$ cat config.mk
export PLATFORM = sky130hd
export DESIGN_NAME = cbus_arbiter
export DESIGN_NICKNAME = d
export VERILOG_FILES = /design/src/rtl/cbus_arbiter_pkg.sv /design/src/rtl/cbus_arbiter_rr_picker.sv /design/src/rtl/cbus_arbiter.sv
export SDC_FILE = /design/constraint.sdc
export NUM_CORES = 1
export LEC_CHECK = 0
export CORE_AREA = 2 2 208 210
export CTS_BUF_LIST = sky130_fd_sc_hd__clkbuf_8 sky130_fd_sc_hd__clkbuf_16
export DETAILED_ROUTE_END_ITERATION = 8
export DIE_AREA = 0 0 210 212
export PLACE_DENSITY_LB_ADDON = 0.05
export SYNTH_ARGS = -nofsm -noshare
export SYNTH_HDL_FRONTEND = slang
export SYNTH_SLANG_ARGS = --single-unit
$ cat constraint.sdc
create_clock -name clk -period 2.2 [get_ports clk]
set_clock_uncertainty 0.2 [all_clocks]
set_input_delay 0.33 -clock clk [delete_from_list [all_inputs] [get_ports clk]]
set_output_delay 0.33 -clock clk [all_outputs]
set_load 0.005 [all_outputs]
$ cat src/rtl/cbus_arbiter_pkg.sv
// Shared cbus request/response types and the arbiter state encoding used by
// cbus_arbiter and later bus arbiters.
package cbus_arbiter_pkg;

  localparam int ADDR_W     = 32;
  localparam int DATA_W     = 64;
  localparam int STRB_W     = DATA_W / 8;
  localparam int BEAT_CNT_W = 5;

  // len encodes beats-1.
  typedef enum logic [3:0] {
    MLEN1  = 4'd0,
    MLEN2  = 4'd1,
    MLEN4  = 4'd3,
    MLEN8  = 4'd7,
    MLEN16 = 4'd15
  } mlen_t;

  typedef enum logic {
    IDLE = 1'b0,
    BUSY = 1'b1
  } arb_state_t;

  typedef struct packed {
    logic              valid;
    logic              is_write;
    logic [ADDR_W-1:0] addr;
    mlen_t             len;
    logic [STRB_W-1:0] strobe;
    logic [DATA_W-1:0] data;
  } cbus_req_t;

  typedef struct packed {
    logic              ready;
    logic              last;
    logic [DATA_W-1:0] data;
  } cbus_resp_t;

  function automatic logic [BEAT_CNT_W-1:0] mlen_beats(input mlen_t len);
    return BEAT_CNT_W'(len) + BEAT_CNT_W'(1);
  endfunction

endpackage

$ cat src/rtl/cbus_arbiter_rr_picker.sv
// Combinational round-robin priority encoder: first set bit of valid,
// scanning upward from rr_ptr and wrapping modulo N.
module cbus_arbiter_rr_picker #(
  parameter int N     = 2,
  parameter int IDX_W = (N > 1) ? $clog2(N) : 1
) (
  input  logic [N-1:0]     valid,
  input  logic [IDX_W-1:0] rr_ptr,
  output logic             found,
  output logic [IDX_W-1:0] index
);

  always_comb begin
    int j;
    // NOTE: every output of a combinational block gets a default before any
    // branch; a path that leaves one unassigned infers a latch.
    found = 1'b0;
    index = '0;
    j     = 0;
    for (int k = 0; k < N; k++) begin
      j = int'(rr_ptr) + k;
      if (j >= N) j = j - N;
      if (!found && valid[IDX_W'(j)]) begin
        found = 1'b1;
        index = IDX_W'(j);
      end
    end
  end

endmodule

$ cat src/rtl/cbus_arbiter.sv
// Round-robin arbiter sharing one cbus between NUM_INPUTS cache requesters;
// a grant is held for a whole burst and a sticky err flags protocol faults.
module cbus_arbiter
  import cbus_arbiter_pkg::*;
#(
  parameter int NUM_INPUTS  = 2,
  parameter int CHECK_BEATS = 1
) (
  input  logic                          clk,
  input  logic                          reset,
  input  cbus_req_t                     ireqs [NUM_INPUTS],
  output cbus_resp_t                    iresps[NUM_INPUTS],
  output cbus_req_t                     oreq,
  input  cbus_resp_t                    oresp,
  output logic                          busy,
  output logic [$clog2(NUM_INPUTS)-1:0] grant_idx,
  output logic                          err
);

  localparam int                    IDX_W    = $clog2(NUM_INPUTS);
  localparam logic [IDX_W-1:0]      LAST_IDX = IDX_W'(NUM_INPUTS - 1);
  localparam logic [BEAT_CNT_W-1:0] ONE_BEAT = BEAT_CNT_W'(1);

  arb_state_t            state_q, state_d;
  logic [IDX_W-1:0]      rr_ptr_q, rr_ptr_d;
  logic [IDX_W-1:0]      grant_idx_q, grant_idx_d;
  logic [BEAT_CNT_W-1:0] beat_cnt_q, beat_cnt_d;
  logic                  err_q, err_d;

  logic [NUM_INPUTS-1:0] req_valid;
  logic                  pick_found;
  logic [IDX_W-1:0]      pick_idx;
  cbus_req_t             granted_req;

  always_comb begin
    req_valid = '0;
    for (int i = 0; i < NUM_INPUTS; i++) req_valid[i] = ireqs[i].valid;
  end

  cbus_arbiter_rr_picker #(
    .N     (NUM_INPUTS),
    .IDX_W (IDX_W)
  ) u_picker (
    .valid  (req_valid),
    .rr_ptr (rr_ptr_q),
    .found  (pick_found),
    .index  (pick_idx)
  );

  assign granted_req = ireqs[grant_idx_q];

  always_comb begin
    state_d     = state_q;
    rr_ptr_d    = rr_ptr_q;
    grant_idx_d = grant_idx_q;
    beat_cnt_d  = beat_cnt_q;
    err_d       = err_q;
    oreq        = '0;
    busy        = 1'b0;
    for (int i = 0; i < NUM_INPUTS; i++) iresps[i] = '0;

    unique case (state_q)
      IDLE: begin
        // Grant takes effect next cycle, so oreq.valid never rises here.
        if (pick_found) begin
          grant_idx_d = pick_idx;
          beat_cnt_d  = mlen_beats(ireqs[pick_idx].len);
          state_d     = BUSY;
        end
      end

      BUSY: begin
        oreq                = granted_req;
        iresps[grant_idx_q] = oresp;
        busy                = 1'b1;
        // Requester withdrew mid-burst; the burst still runs to last.
        if (!granted_req.valid) err_d = 1'b1;
        if (oresp.ready) begin
          if (beat_cnt_q != '0) beat_cnt_d = beat_cnt_q - ONE_BEAT;
          if (CHECK_BEATS != 0 &&
              ((oresp.last != (beat_cnt_q == ONE_BEAT)) || beat_cnt_q == '0))
            err_d = 1'b1;
          if (oresp.last) begin
            state_d  = IDLE;
            rr_ptr_d = (grant_idx_q == LAST_IDX) ? '0 : grant_idx_q + IDX_W'(1);
          end
        end
      end

      default: state_d = IDLE;
    endcase
  end

  // NOTE: sequential state updates use non-blocking assignments so every flop
  // samples the pre-edge values, independent of statement order.
  always_ff @(posedge clk) begin
    if (!reset) begin
      state_q     <= IDLE;
      rr_ptr_q    <= '0;
      grant_idx_q <= '0;
      beat_cnt_q  <= '0;
      err_q       <= 1'b0;
    end else begin
      state_q     <= state_d;
      rr_ptr_q    <= rr_ptr_d;
      grant_idx_q <= grant_idx_d;
      beat_cnt_q  <= beat_cnt_d;
      err_q       <= err_d;
    end
  end

  assign grant_idx = grant_idx_q;
  assign err       = err_q;

endmodule
Yosys cells after proc, flatten, opt, wreduce, memory -nomap -nowiden
Cells that the tools add are included.
{ "totals": {"ff_bits": 9, "output_inout_bits": 245, "word_cells": 69} }
{ "op_classes": {"addsub": 6, "n_lt_le_gt_ge": 7, "eq_ne": 5, "mux": 33, "bitwise": 4, "reduce_logical": 9} }
{ "ops": {"columns": ["cell", "n"], "rows": [
  ["$mux W110", 4],
  ["$mux W76", 3],
  ["$and A132 B132 Y132", 1],
  ["$mux W132", 1],
  ["$demux W66 S1", 1],
  ["$mux W66", 1],
  ["$mux W1", 18],
  ["$mux W5", 3],
  ["$pmux W5 S2", 1],
  ["$ge A2 B2 Y1 const B", 3],
  ["$lt A1 B3 Y1 const B", 2],
  ["$reduce_and A3 Y1", 2],
  ["$add A4 B1 Y5 const B", 1],
  ["$eq A5 B1 Y1 const B", 1],
  ["$logic_not A5 Y1", 1],
  ["$reduce_bool A5 Y1", 1],
  ["$sub A5 B1 Y5 const B", 1],
  ["$ne A2 B2 Y1 const B", 2],
  ["$not A1 Y2", 2],
  ["$add A1 B1 Y2 const B", 1],
  ["$ge A1 B2 Y1 const B", 1],
  ["$logic_and A1 B1 Y1", 2],
  ["$lt A2 B1 Y1 const B", 1],
  ["$ne A2 B1 Y1 const B", 1],
  ["8 further kinds", 9]
]} }

Depth between registers and ports, before layout
{ "depth": {"depth_word": 16, "depth_mapped": 6, "ltp_nobuf": 6} }

By module
A second synthesis with hierarchy kept.
{ "hier_totals": {"hier_cells": 471, "hier_area_um2": 3480.8} }
{ "by_module_without_submodules": {"columns": ["mod", "n_inst", "cells_each", "area_per_inst_um2", "seq_area_each_um2"], "rows": [
  ["cbus_arbiter", 1, 469, 3467.1, 180.2],
  ["cbus_arbiter_rr_picker", 1, 2, 13.8, 0.0]
]} }

Worst setup path before layout
Ideal clock, no wire load.
{ "synth_path": {"kind": "register -> output", "startpoint": "register state_q", "endpoint": "output port iresps[100] in the netlist's numbering", "t_arrival_ps": 1169, "required_ps": 1670, "slack_ps": 501, "path_stages_with_launch": 6, "n_path_buf": 2, "path_cell_list": "dfxtp_1 inv_2 nor2_1 buf_2 clkbuf_1 and2_1"} }
{ "synth_lines": {"columns": ["item", "line_no", "text"], "rows": [
  ["from (decl)", "cbus_arbiter.sv:24", "arb_state_t state_q, state_d;"],
  ["from (signal assigned)", "cbus_arbiter.sv:104", "state_q <= state_d;"],
  ["to (decl)", "cbus_arbiter.sv:12", "output cbus_resp_t iresps[NUM_INPUTS],"]
]} }

==> results by stage <==
Floorplan:
- After floorplanning, the core was divided into 76 placement rows.
- Once the floorplan was initialized, standard cells occupied between 7 and 8% of the core.
- The die is about 210 um wide.
- The floorplan step defined a die boundary enclosing 0.0445 mm2.
- During I/O placement, the number of pins put on the boundary was 533.
- The vertical extent of the die is roughly 210 um.
- The region available for standard cell placement spans approximately 0.043 mm2.

Clocking:
- In this run, CTS created clock tree buffers numbering 3.
- The TritonCTS clock tree is built.
- The root buffer selected by CTS is sky130_fd_sc_hd__clkbuf_16.
- The maximum clock insertion buffer count is 2.
- The latest clock arrival within the worst-skew pair is 0.24 ns.
- For this design, the sink count on the clock tree is 9.
- In this run the number of H-tree levels came out at 1.
- After clock tree synthesis, the clock-pin slew on the worst setup and hold paths is ~0.04 ns.

Pwr:
- In this run, flip-flops and latches consume 9.7% of the power.
- The internal power of the cells totals ~1400 uW.
- Across the VDD grid, the largest voltage drop is between 0.2 and 0.3 mV.
- Per report_power, the clock group accounts for 16.2% of the total.
- Of the total power, the share spent switching nets is a little under a third.
- Combinational cells account for roughly three quarters of the total power.
- The power density over the cells is roughly 200 mW/mm2.
- Summed over all nets, the switching power comes to approximately 600 uW.
- The analysis attributes to cell leakage a power of 0.00485 uW.

Critical path:
- Traced cell by cell, the critical path runs through buf_4 > clkbuf_16 > mux2i_1 > nor2_1 > clkdlybuf4s50_1.
- Among all stages on the critical path, the largest delay is contributed by sky130_fd_sc_hd__clkdlybuf4s50_1.
- The setup check on the worst reg-to-reg path leaves a slack of around 0.37 ns.
- Data on the critical path is required at its endpoint by roughly 1.7 ns.
- STA classifies the critical path startpoint as a register.
- The class of the most critical setup path is register to output pin.
- The kind of end point of the critical path is an output pin.
- The critical path contains buffers and inverters numbering 3 combined.
- The delay of the slowest cell on the worst path is between 0.4 and 0.5 ns.
- Along the worst path, the maximum fanout reaches 24.
- The family with the most delay on the worst path is buffers and inverters.
- The worst endpoint data arrival time is about 1.8 ns.

Final layout:
- The library cell used most frequently in the layout, excluding fill and tap cells, is sky130_fd_sc_hd__clkdlybuf4s50_1.
- After the last flow step, the layout net total stands at about 1300.
- The library cells used most frequently in the layout, excluding fill and tap cells, are 328 x sky130_fd_sc_hd__clkdlybuf4s50_1, 115 x sky130_fd_sc_hd__nor2_1, 112 x sky130_fd_sc_hd__dlygate4sd2_1.
- The number of fillers in the final layout is between 4000 and 5000.
- Compared with the post-synthesis result, the final layout area differs by 211%.
- The share of final-layout standard cells stronger than drive strength 1 is between 10 and 15%.

Logic synthesis:
- Synthesis handed over a netlist of between 400 and 500 instances.
- Sorting the synthesized cells by area gives the leading types as sky130_fd_sc_hd__mux2i_1 36%, sky130_fd_sc_hd__nor2_1 14%, sky130_fd_sc_hd__and3_1 13%.
- Counting flops with a built-in enable in the synthesized netlist gives 0.
- The number of nets in the synthesized netlist is roughly 770.
- The most used flip-flop cell after synthesis is sky130_fd_sc_hd__dfxtp_1.
- sky130_fd_sc_hd__mux2i_1 takes more of the synthesized area than any other cell.
- The average instance in the mapped netlist occupies between 6 and 7 um2.
- The total standard cell area after synthesis is ~0.0032 mm2.
- The synthesis-stage register bit count is 9.
- Yosys printed 0 warnings.
- The sequential area share after synthesis is 5.66%.
- Summed over its instances, the top area cell type makes up between 30% and 40% of the synthesized netlist area.
- The unique cell type count in the Yosys netlist is 38.
- For this run, asynchronously set or reset flops after synthesis account for 0%.

Placement:
- The number of buffer cells added on primary ports is 532.
- Detailed placement ended at an HPWL of 22.5 mm.
- Timing analysis after detailed placement gives a worst setup slack of -0.0482 ns.
- The global placer's final weighted congestion is between 0.7 and 0.8.

Routing:
- After detailed routing, the number of vias per cell comes to between 3 and 4.
- The total via count after detailed routing is approximately 5500.
- The residual antenna-violating net count after detailed routing is 0.
- The first TritonRoute pass finished after 6 iterations.
- The total DRC errors in the routed layout is 0.
- The violation count after the first detailed-route iteration is between 100 and 150.
- The final layout contains routed wiring with a total length of around 28 mm.
- Dividing the detail-routed wire length by the instance count gives 17.8 um.

Flow run:
- The tool flagged a number of max-cap violations equal to 0.

STA:
- The relative slew slack is around 64%.
- At the pin with the least slew margin, the transition time is 0.532 ns.
- Setup repair after global routing could not meet its margin everywhere.
- The count of final hold-check violations came to 0.
- Adding up every negative setup slack in the final design gives -1.50 ns.
- The achievable clock frequency is around 0.44 GHz.
- The final number of max-transition violations was 0.
- Setup slack on the critical path of the routed design comes to -0.0819 ns.
- Setup violations remaining at the end of the flow were counted as 37.
- After layout, the worst path uses 104% of the clock period.
- The routed design could run at a clock period as short as approximately 2.3 ns.

GRT:
- The via count of the first global-routing pass is ~5300.
- Global routing finished with a remaining overflow of 0.
- The initial antenna violation count is 3.
- The maximum number of pins on one net before global-route repair is between 70 and 80.
- The first global-routing pass estimated between 30 and 40 mm of wire.
- Global routing used ~11% of the available tracks.

Hold path:
- The min-delay analysis places its worst path in the category register to register.

Outcome:
- The final reports fail on setup timing.
- The flow ran to the end, but the final reports show violations.
[repair_timing]
item,in CTS,in global routing
gates resized for setup,218,104
hold endpoints to repair,0,0
gates cloned,4,5
endpoints found under the setup margin,226,98
buffers inserted,12,15
pin swaps,1,0
hold buffers,0,0
[path summary, 6_finish.rpt]
kind | start | to | cells past startpoint
worst min register to register | err | err | 2
worst max-delay path | grant_idx | oreq[36] | 5
worst max register to register | beat_cnt_q[0] | beat_cnt_q[0] | 7
worst min-delay path | err | err | 2
[Yosys cell counts, types with 2 or more instances]
| master | n |
|---|---|
| sky130_fd_sc_hd__a21oi_1 | 3 |
| sky130_fd_sc_hd__inv_1 | 2 |
| sky130_fd_sc_hd__dfxtp_1 | 9 |
| sky130_fd_sc_hd__and2_1 | 66 |
| sky130_fd_sc_hd__a21boi_0 | 3 |
| sky130_fd_sc_hd__nor2_1 | 116 |
| sky130_fd_sc_hd__or3_1 | 2 |
| sky130_fd_sc_hd__o311ai_0 | 2 |
| sky130_fd_sc_hd__o211a_1 | 3 |
| sky130_fd_sc_hd__buf_1 | 5 |
| sky130_fd_sc_hd__clkbuf_1 | 29 |
| sky130_fd_sc_hd__and3_1 | 68 |
| sky130_fd_sc_hd__nor2b_1 | 2 |
| sky130_fd_sc_hd__ha_1 | 3 |
| sky130_fd_sc_hd__nand2b_1 | 3 |
| sky130_fd_sc_hd__nand3_1 | 2 |
| sky130_fd_sc_hd__nand2_1 | 8 |
| sky130_fd_sc_hd__o211ai_1 | 2 |
| sky130_fd_sc_hd__mux2i_1 | 114 |
| sky130_fd_sc_hd__buf_2 | 14 |
[per-layer routing]
metal  share of wire (%)  GRT usage [%]  vias up
li1                    -              -     2746
met1                  37           11.4     2454
met2                  54           22.1      261
met3                 7.9           3.21       10
met4                 1.1           2.10        0
met5                   0              0        -
[power by group through the flow]
stage	combinational [uW]	sequential [uW]	clock [uW]
after detailed placement	1480	197	0
after global placement	1500	198	0
after floorplan	399	192	0
after global routing	1590	195	340
final	1470	192	321
after CTS	1480	192	330
[through the flow]
| step | total power [uW] | util [%] | hold slack, ns | cell area, um2 | instances |
|---|---|---|---|---|---|
| global route | 2120 | 23.3 | 0.371 | 9900 | 1581 |
| finish | 1980 | 23.3 | 0.334 | 9900 | 1581 |
| floorplan | 591 | - | 0.295 | 3180 | 474 |
| detailed placement | 1680 | 22.1 | 0.331 | 9400 | 1538 |
| CTS | 2000 | 22.5 | 0.339 | 9580 | 1558 |
| global placement | 1700 | 22.1 | 0.328 | 9400 | 1538 |
[worst reg2reg max path, stage by stage (launching register included)]
cell                       delay (ns)
sky130_fd_sc_hd__dfxtp_1         0.34
sky130_fd_sc_hd__inv_1           0.07
sky130_fd_sc_hd__ha_1            0.24
sky130_fd_sc_hd__nor4b_4         0.29
sky130_fd_sc_hd__o21ai_1         0.09
sky130_fd_sc_hd__buf_4           0.16
sky130_fd_sc_hd__a21boi_0        0.12
sky130_fd_sc_hd__o211a_1         0.21
[state kept, by name, indices dropped and copies added, names as in the netlist]
| name | cells |
|---|---|
| beat_cnt_q | 5 |
| grant_idx | 1 |
| state_q | 1 |
| rr_ptr_q | 1 |
| err | 1 |
[cell families (layout without fill, tap and decap cells)]
kind of cell               Yosys count  after routing  share of synthesized area, %
adders and majority gates            3              3                          1.18
other                                0              3                             0
and+or+nand+nor                    273            273                          44.6
muxes                              116            116                          36.7
buffers and inverters               51            609                          6.57
AOI/OAI and AO/OA                   22             22                          5.27
DFF                                  9              9                          5.66
[area by class of cell]
cell class	instances	area, um2	area share, %
flip-flops and latches	9	188	1.90
clock inverters	1	3.75	0.0379
multi-input cells	414	2840	28.7
inverters	3	13.8	0.139
clock buffers	3	75.1	0.759
repair buffers	602	6090	61.5
well taps	546	683	6.90
diodes	3	7.51	0.0759
No activity file was read; power rests on OpenSTA's default activity.
